===== config.mk =====
export PLATFORM = sky130hd
export DESIGN_NAME = mtimer_ctrl
export DESIGN_NICKNAME = d
export VERILOG_FILES = /design/src/rtl/mtimer_ctrl.sv
export SDC_FILE = /design/constraint.sdc
export NUM_CORES = 1
export LEC_CHECK = 0
export CAP_MARGIN = 10
export CELL_PAD_IN_SITES_DETAIL_PLACEMENT = 0
export CELL_PAD_IN_SITES_GLOBAL_PLACEMENT = 1
export CORE_MARGIN = 10
export CORE_UTILIZATION = 47
export CTS_BUF_LIST = sky130_fd_sc_hd__clkbuf_16
export DETAILED_ROUTE_END_ITERATION = 10
export PLACE_DENSITY_LB_ADDON = 0.1
export SLEW_MARGIN = 10
export SYNTH_ARGS = -nofsm -noshare
export SYNTH_HDL_FRONTEND = slang
export SYNTH_SLANG_ARGS = --single-unit

===== constraint.sdc =====
create_clock -name clk_i -period 3.47 [get_ports clk_i]
set_clock_uncertainty 0.1 [all_clocks]
set_input_delay 0.694 -clock clk_i [delete_from_list [all_inputs] [get_ports clk_i]]
set_output_delay 0.694 -clock clk_i [all_outputs]
set_load 0.005 [all_outputs]

===== src/rtl/mtimer_ctrl.sv =====
// -----------------------------------------------------------------------------
// mtimer_ctrl
//
// Machine timer peripheral. It keeps a free-running 64-bit mtime counter,
// advanced by a programmable prescaler, and a 64-bit mtimecmp compare
// register. All of them sit on a simple single-cycle register bus. The
// timer interrupt is a registered level that stays high while
// mtime >= mtimecmp.
//
// Ports
//   clk_i        : clock; all state updates on the rising edge
//   rst_i        : asynchronous reset, active low
//   sel_i        : bus access request; one access per cycle high
//   wr_en_i      : 1 = write, 0 = read (qualified by sel_i)
//   addr_i       : byte offset; bits [1:0] are ignored
//   wdata_i      : write data
//   rdata_o      : read data; valid while ready_o is high, 0 otherwise
//   ready_o      : access completion, one cycle after sel_i
//   int_timer_o  : machine timer interrupt (registered level)
//
// Register map (byte offsets)
//   0x00 MTIME_LO     RW
//   0x04 MTIME_HI     RW (reads return the shadow captured by a LO read)
//   0x08 MTIMECMP_LO  RW
//   0x0C MTIMECMP_HI  RW
//   0x10 CTRL         RW  bit 0 = EN, bits [8+DIV_W-1:8] = DIV
//   0x14-0x1C         unmapped: read 0, writes ignored
//
// DIV_W must not exceed 24 so that the DIV field fits in the CTRL word.
// -----------------------------------------------------------------------------
module mtimer_ctrl #(
    parameter int unsigned DIV_W = 8
) (
    input  logic        clk_i,
    input  logic        rst_i,
    input  logic        sel_i,
    input  logic        wr_en_i,
    input  logic [4:0]  addr_i,
    input  logic [31:0] wdata_i,
    output logic [31:0] rdata_o,
    output logic        ready_o,
    output logic        int_timer_o
);

    typedef enum logic [2:0] {
        REG_MTIME_LO    = 3'd0,
        REG_MTIME_HI    = 3'd1,
        REG_MTIMECMP_LO = 3'd2,
        REG_MTIMECMP_HI = 3'd3,
        REG_CTRL        = 3'd4
    } reg_idx_e;

    localparam logic [DIV_W-1:0] CNT_ONE   = DIV_W'(1);
    localparam logic [63:0]      MTIME_ONE = 64'd1;

    // Architectural state
    logic [63:0]      mtime_q,    mtime_d;
    logic [31:0]      shadow_q,   shadow_d;
    logic [63:0]      mtimecmp_q, mtimecmp_d;
    logic             en_q,       en_d;
    logic [DIV_W-1:0] div_q,      div_d;
    logic [DIV_W-1:0] pre_cnt_q,  pre_cnt_d;

    // Bus response and interrupt registers
    logic             ready_q,    ready_d;
    logic [31:0]      rdata_q,    rdata_d;
    logic             int_q,      int_d;

    reg_idx_e         reg_idx;
    logic             wr_acc;
    logic             rd_acc;
    logic             tick;
    logic [31:0]      ctrl_rd;
    logic [31:0]      rd_val;
    logic [1:0]       unused_addr;

    // Word index only; byte lanes within a word are not decoded.
    assign reg_idx     = reg_idx_e'(addr_i[4:2]);
    assign unused_addr = addr_i[1:0];
    assign wr_acc      = sel_i & wr_en_i;
    assign rd_acc      = sel_i & ~wr_en_i;

    // One tick per DIV+1 enabled cycles.
    assign tick = en_q && (pre_cnt_q == div_q);

    always_comb begin
        ctrl_rd              = '0;
        ctrl_rd[0]           = en_q;
        ctrl_rd[8 +: DIV_W]  = div_q;
    end

    // Read mux works on pre-edge values, so a LO read that coincides with a
    // tick returns the value before the increment.
    always_comb begin
        rd_val = '0;
        unique case (reg_idx)
            REG_MTIME_LO:    rd_val = mtime_q[31:0];
            REG_MTIME_HI:    rd_val = shadow_q;
            REG_MTIMECMP_LO: rd_val = mtimecmp_q[31:0];
            REG_MTIMECMP_HI: rd_val = mtimecmp_q[63:32];
            REG_CTRL:        rd_val = ctrl_rd;
            default:         rd_val = '0;
        endcase
    end

    // NOTE: every signal driven here gets a default first, so no path can
    // leave it unassigned and infer a latch.
    always_comb begin
        mtime_d    = mtime_q;
        shadow_d   = shadow_q;
        mtimecmp_d = mtimecmp_q;
        en_d       = en_q;
        div_d      = div_q;
        pre_cnt_d  = pre_cnt_q;

        // Prescale counter: free-runs while enabled, cleared by CTRL writes.
        if (en_q) begin
            pre_cnt_d = tick ? '0 : pre_cnt_q + CNT_ONE;
        end

        // A bus write to either mtime half wins over the tick and replaces
        // only that half, with no carry into the other half.
        if (wr_acc && reg_idx == REG_MTIME_LO) begin
            mtime_d = {mtime_q[63:32], wdata_i};
        end else if (wr_acc && reg_idx == REG_MTIME_HI) begin
            mtime_d = {wdata_i, mtime_q[31:0]};
        end else if (tick) begin
            mtime_d = mtime_q + MTIME_ONE;
        end

        // Shadow gives software a coherent 64-bit snapshot: LO read captures
        // the high half, HI read returns the captured value.
        if (wr_acc && reg_idx == REG_MTIME_HI) begin
            shadow_d = wdata_i;
        end else if (rd_acc && reg_idx == REG_MTIME_LO) begin
            shadow_d = mtime_q[63:32];
        end

        if (wr_acc && reg_idx == REG_MTIMECMP_LO) begin
            mtimecmp_d[31:0] = wdata_i;
        end
        if (wr_acc && reg_idx == REG_MTIMECMP_HI) begin
            mtimecmp_d[63:32] = wdata_i;
        end

        if (wr_acc && reg_idx == REG_CTRL) begin
            en_d      = wdata_i[0];
            div_d     = wdata_i[8 +: DIV_W];
            pre_cnt_d = '0;
        end
    end

    assign ready_d = sel_i;
    assign rdata_d = rd_acc ? rd_val : '0;
    assign int_d   = (mtime_q >= mtimecmp_q);

    // NOTE: sequential state uses non-blocking assignments so every register
    // samples the pre-edge value of every other register.
    always_ff @(posedge clk_i or negedge rst_i) begin
        if (!rst_i) begin
            mtime_q    <= '0;
            shadow_q   <= '0;
            mtimecmp_q <= '1;
            en_q       <= 1'b1;
            div_q      <= '0;
            pre_cnt_q  <= '0;
            ready_q    <= 1'b0;
            rdata_q    <= '0;
            int_q      <= 1'b0;
        end else begin
            mtime_q    <= mtime_d;
            shadow_q   <= shadow_d;
            mtimecmp_q <= mtimecmp_d;
            en_q       <= en_d;
            div_q      <= div_d;
            pre_cnt_q  <= pre_cnt_d;
            ready_q    <= ready_d;
            rdata_q    <= rdata_d;
            int_q      <= int_d;
        end
    end

    assign rdata_o     = rdata_q;
    assign ready_o     = ready_q;
    assign int_timer_o = int_q;

endmodule


==> results of run 1 <==
[logic make-up after synthesis]
logic type / share of synthesized area
simple gates: 0.178
compound gates: 0.195
flops: 0.439
buf+inv: 0.0496
mux: 0.0625
fa+ha+maj: 0.0675
xor+xnor: 0.00788
[worst paths after layout]
check	endpoint	slack [ns]	cells after the start
min in group clk_i	shadow_q[1]	0.37	2
hold reg to reg	shadow_q[1]	0.37	2
max in group asynchronous	mtimecmp_q[33]	2.34	2
hold / removal	pre_cnt_q[3]	0.04	1
setup reg to reg	int_timer_o	0.34	9
setup / recovery	int_timer_o	0.34	9
[power breakdown]
part / internal [W] / switching [W]
logic: 0.000811 / 0.00104
clock network: 0.00135 / 0.00109
registers: 0.00303 / 0.000430
[state kept, by name (all words and copies together) (netlist names)]
| signal | cells |
|---|---|
| int_timer_o | 1 |
| mtimecmp_q | 64 |
| rdata_o | 32 |
| pre_cnt_q | 8 |
| mtime_q | 64 |
| en_q | 1 |
| ready_o | 1 |
| shadow_q | 32 |
| div_q | 8 |
[placed cells by master (no fill, tap or decap), drive strengths merged, types with 9 or more instances in the layout]
cell type | Yosys | final
nor3 | 24 | 24
nand2 | 165 | 165
buf | 15 | 62
nor2 | 130 | 130
o21ai | 106 | 106
nand3 | 33 | 33
inv | 77 | 88
clkinv | 0 | 11
a221oi | 19 | 19
mux2 | 43 | 43
ha | 66 | 66
and3 | 21 | 21
nor4 | 15 | 15
a21o | 9 | 9
o22ai | 24 | 24
a31oi | 29 | 29
nand4 | 34 | 34
dfrtp | 146 | 146
xor2 | 11 | 11
a22oi | 40 | 40
o22a | 18 | 18
dfstp | 65 | 65
clkdlybuf4s50 | 0 | 70
and4 | 9 | 9
clkbuf | 66 | 26
a21oi | 101 | 101
mux2i | 19 | 19
[synthesized netlist by cell type (all sizes together) (21+ instances only)]
| master | n | area share |
|---|---|---|
| and3 | 21 | 0.011 |
| o21ai | 106 | 0.043 |
| nand3 | 33 | 0.014 |
| dfrtp | 146 | 0.30 |
| ha | 66 | 0.068 |
| dfstp | 65 | 0.14 |
| nor3 | 24 | 0.0098 |
| a21oi | 101 | 0.041 |
| nand2 | 165 | 0.051 |
| nand4 | 34 | 0.019 |
| a31oi | 29 | 0.015 |
| clkbuf | 66 | 0.020 |
| nor2 | 130 | 0.040 |
| mux2 | 43 | 0.040 |
| inv | 77 | 0.024 |
| a22oi | 40 | 0.025 |
| o22ai | 24 | 0.012 |
[metrics by stage]
stage	util	total power (W)	setup WS (ns)
finish	0.565	0.00775	0.343
global route	0.565	0.00818	0.289
floorplan	-	0.00455	0.895
detailed placement	0.536	0.00532	0.218
CTS	0.565	0.00776	0.448
global placement	0.536	0.00526	0.252
[final cells by class]
cell class | count | area, sq um | share of cell area
inverter | 77 | 289 | 0.0201
tap | 330 | 413 | 0.0288
multi-input combinational | 990 | 6280 | 0.438
clock inverter | 22 | 96.3 | 0.00671
timing repair buffer | 132 | 1260 | 0.0877
sequential | 211 | 5360 | 0.374
clock buffer | 26 | 651 | 0.0453
[metal layers]
layer	routed length [um]	track usage	up-vias
li1	-	-	5088
met1	18600	0.352	5475
met2	18600	0.370	418
met3	3650	0.0613	65
met4	984	0.0648	0
met5	0	0	-
[worst register-to-register path: stages, from the launching register on]
cell     delay (ns)
dfstp_2        0.52
inv_1          0.05
ha_1           0.31
nand4_1        0.19
nor3_1         0.47
nor3b_1        0.62
o41a_1         0.25
a31oi_1        0.08
a21oi_1        0.29
or4_1          0.18
==> qor.csv, run 1 <==
metric;value;unit
leakage;6.19;nW
status;complete, no violations;
slew_headroom;0.395;
viasPerCell;6.18;
worstMarginPinSlew;0.905;ns
drive_above_1_share;0.153;
critPathTopFamily;simple AND/OR/NAND/NOR gates;
first_pass_iters;5;
vdd_drop_max;339;uV
post-cts-setup-buffers;0;
grt_start_max_net_pins;87;
antenna_cells;0;
routed_wl;41800;um
port_buffers;72;
globalplace.congestion;0.966;
clock_latency;0.55;ns
coreArea;25400;sq um
cts_hold_buffers;0;
synth_seq_cells;211;
ios;75;
clock_path_buffers;3;
synth_area;12200;sq um
root_buffer;clkbuf_16;
avgSynthCellArea;9.00;sq um
r2r-start;mtimecmp_q[30];
hold_class;in -> async;
min_period;3.13;ns
cp-end-kind;register;
drv_slew;0;
async_flop_share;1.00;
tns;0;ns
postRouteAntennaNets;0;
fin_area;14400;sq um
fin_cells;1788;
cp_num_buf_inv;1;
max-cap-violations;0;
cts.sinks;211;
die-area;32900;sq um
grt_pass1_wl;65300;um
cts_resized;0;
grt_antenna_before_repair;0;
syn-num-nets;1466;
dpl.hpwl;30200;um
cp.arrival;3.51;ns
ys.flop_type;dfrtp_1;
cts_buffers;26;
place_area;13600;sq um
crit_fanout;3;
synth_warnings;0;
start_util;0.481;
crit_type;reg -> reg;
clkTransAtPathRegs;0.06;ns
max_stage_delay;0.62;ns
drc;0;
yosysUniqueCellTypes;64;
grt_pass1_vias;10700;
core.rowCount;58;
syn_to_final_growth;17.4;%
setup_viol;0;
cts_tree;built;
first_iter_violations;1063;
cp.required;3.85;ns
finalHoldViolations;0;
grt_usage;0.248;
period_share;0.901;
crit_path_start;mtimecmp_q[30];
die_y;181;um
rsz0062_at_grt;false;
num_vias;11000;
die_w;181;um
placed_cells;1740;
synth-edff-count;0;
wl_per_cell;23.4;um
netlist_instances;1359;
critPathSlowestCell;nor3b_1;
hold_slack;0.0419;ns
fillers;2343;
overflow;0;
h-tree-depth;1;
ys_seq_area_frac;0.439;
path_cells;inv_1 -> ha_1 -> nand4_1 -> nor3_1 -> nor3b_1 -> o41a_1 -> a31oi_1 -> a21oi_1 -> or4_1;
p_per_area;540;nW/um^2
nets;1545;
max_freq;320;MHz
startpoint_type;register;
Power figures use the tool's default switching activity.
==> inputs of run 2 (changes only) <==
--- a/config.mk
+++ b/config.mk
@@ -5,15 +5,15 @@
 export SDC_FILE = /design/constraint.sdc
 export NUM_CORES = 1
 export LEC_CHECK = 0
+export ABC_AREA = 1
 export CAP_MARGIN = 10
 export CELL_PAD_IN_SITES_DETAIL_PLACEMENT = 0
 export CELL_PAD_IN_SITES_GLOBAL_PLACEMENT = 1
 export CORE_MARGIN = 10
-export CORE_UTILIZATION = 47
+export CORE_UTILIZATION = 45
 export CTS_BUF_LIST = sky130_fd_sc_hd__clkbuf_16
 export DETAILED_ROUTE_END_ITERATION = 10
 export PLACE_DENSITY_LB_ADDON = 0.1
-export SLEW_MARGIN = 10
 export SYNTH_ARGS = -nofsm -noshare
 export SYNTH_HDL_FRONTEND = slang
 export SYNTH_SLANG_ARGS = --single-unit
==> run 2 against run 1 <==
Sequential share of layout area is 2.0 points lower. Non-clock buffer count is 34 lower. Register-to-register slack better by 0.50 ns. Hold slack better by 0.023 ns. First-iteration DRC count is 14% higher. Wire length is 18% higher. Via count is 14% higher. Critical path depth is 3 higher. Worst setup slack better by 0.50 ns. Cell count is 28% higher. Combinational power is 57% higher. Cell area is 5.5% higher. Critical path type unchanged. Critical endpoint is now mtime_q[63]. Largest cell class unchanged.
==> qor.csv, run 2 <==
metric;value;unit
status;complete, no violations;
yosys.cell_count.top_type;nand2_1;
h-tree-depth;1;
ys.flop_type;dfrtp_1;
postRouteAntennaNets;0;
fin_area;15100;sq um
clock_latency;0.55;ns
netlist_instances;1809;
ff_latch_area;5360;sq um
yosysUniqueCellTypes;40;
clock_path_buffers;3;
vdd_drop_max;445;uV
drc;0;
hold_class;in -> async;
leakage;6.94;nW
post-cts-setup-buffers;0;
synth-edff-count;0;
grt_start_max_net_pins;88;
globalplace.congestion;0.941;
synth_top_area_share;0.279;
overflow;0;
reg2reg_slack;0.85;ns
routed_wl;49200;um
startpoint_type;register;
synth.area.top_cells;dfrtp_1 (28%), nand2_1 (15%), dfstp_2 (13%);
cp-end-kind;register;
first_pass_iters;5;
cts_tree;built;
fin_cells;2282;
start_util;0.456;
drive_above_1_share;0.0907;
core.rowCount;62;
first_iter_violations;1217;
grt_pass1_vias;11900;
crit_fanout;33;
drv_slew;0;
ys_seq_area_frac;0.409;
die-area;36300;sq um
tns;0;ns
synth_warnings;0;
nets;1983;
p_per_area;636;nW/um^2
multiInputGateArea;6600;sq um
syn-num-nets;1916;
grt_antenna_before_repair;0;
mostFrequentLayoutCells;nand2_1 (508), inv_1 (229), nor2_1 (215);
worstMarginPinSlew;0.831;ns
ios;75;
synth_area;13100;sq um
die_y;191;um
grt_usage;0.268;
port_buffers;72;
max_freq;381;MHz
async_flop_share;1.00;
coreArea;28700;sq um
grt_pass1_wl;74100;um
cts_hold_buffers;0;
synth_area_leader_cell;dfrtp_1;
max-cap-violations;0;
reg_top3;mtime_q x64, mtimecmp_q x64;
place_area;14300;sq um
finalHoldViolations;0;
cp.required;3.83;ns
cp.arrival;2.99;ns
avgSynthCellArea;7.24;sq um
crit_type;reg -> reg;
cts_resized;0;
cts_buffers;26;
period_share;0.756;
viasPerCell;5.53;
placed_cells;2232;
dpl.hpwl;37500;um
synth.top_cells.by_count;nand2_1 (510), inv_1 (224), nor2_1 (215), o21ai_0 (147), dfrtp_1 (146);
clkTransAtPathRegs;0.06;ns
synth_seq_cells;211;
wl_per_cell;21.6;um
fillers;2836;
setup_viol;0;
slew_headroom;0.445;
syn_to_final_growth;15.6;%
root_buffer;clkbuf_16;
rsz0062_at_grt;false;
die_w;191;um
cts.sinks;211;
final_common_cell;nand2_1;
min_period;2.62;ns
num_vias;12600;
[run 2: cell type report]
cell class	instances	area share
Clock buffer	27	0.0446
Tap cell	384	0.0317
Timing Repair Buffer	98	0.0649
Antenna cell	2	0.000331
Inverter	229	0.0571
Sequential cell	211	0.354
Multi-Input combinational cell	1310	0.436
Clock inverter	21	0.0113
[run 2: kinds of logic after synthesis]
logic type	Yosys count	synth area share
flops	211	0.409
xor+xnor	15	0.0100
simple gates	916	0.294
fa+ha+maj	66	0.0630
compound gates	313	0.137
buf+inv	288	0.0873
[run 2: stage by stage]
stage / setup slack, ns / hold slack [ns] / power (W) / utilization
2_1_floorplan: 1.49 / 0.298 / 0.00579 / -
3_3_place_gp: 0.389 / 0.368 / 0.00679 / 0.498
3_5_place_dp: 0.337 / 0.380 / 0.00686 / 0.498
4_1_cts: 0.885 / 0.111 / 0.00962 / 0.527
5_1_grt: 0.692 / 0.109 / 0.0103 / 0.527
6_report: 0.846 / 0.0653 / 0.00963 / 0.528
[run 2: path summary, 6_finish.rpt]
path,from,endpoint,cells after the start
max in group asynchronous,rst_i,mtimecmp_q[39],2
worst max register to register,pre_cnt_q[2],mtime_q[63],12
worst max-delay path,pre_cnt_q[2],mtime_q[63],12
worst min register to register,mtimecmp_q[20],mtimecmp_q[20],2
worst min-delay path,rst_i,pre_cnt_q[1],1
min in group clk_i,mtimecmp_q[20],mtimecmp_q[20],2
[run 2: per-layer routing]
layer  wire (um)  vias up  GRT usage
li1            -     6039          -
met4        1040        0     0.0572
met3        3840       73     0.0422
met1       23200     6080      0.398
met2       21200      432      0.400
met5           0        -          0
[run 2: power breakdown]
part           internal, W  switching (W)  total, W
clock network      0.00162        0.00112   0.00274
logic              0.00116        0.00175   0.00291
registers          0.00317       0.000807   0.00398
[run 2: worst max-delay path, stage by stage (launching register included)]
cell	delay, ns
dfrtp_1	0.44
inv_1	0.10
nand2_1	0.05
nand2_1	0.05
nand2_1	0.06
nor2_1	0.15
nand3_1	0.36
nand2_4	0.35
nand2_4	0.22
inv_2	0.08
buf_4	0.38
nor2_1	0.07
nor2_1	0.12
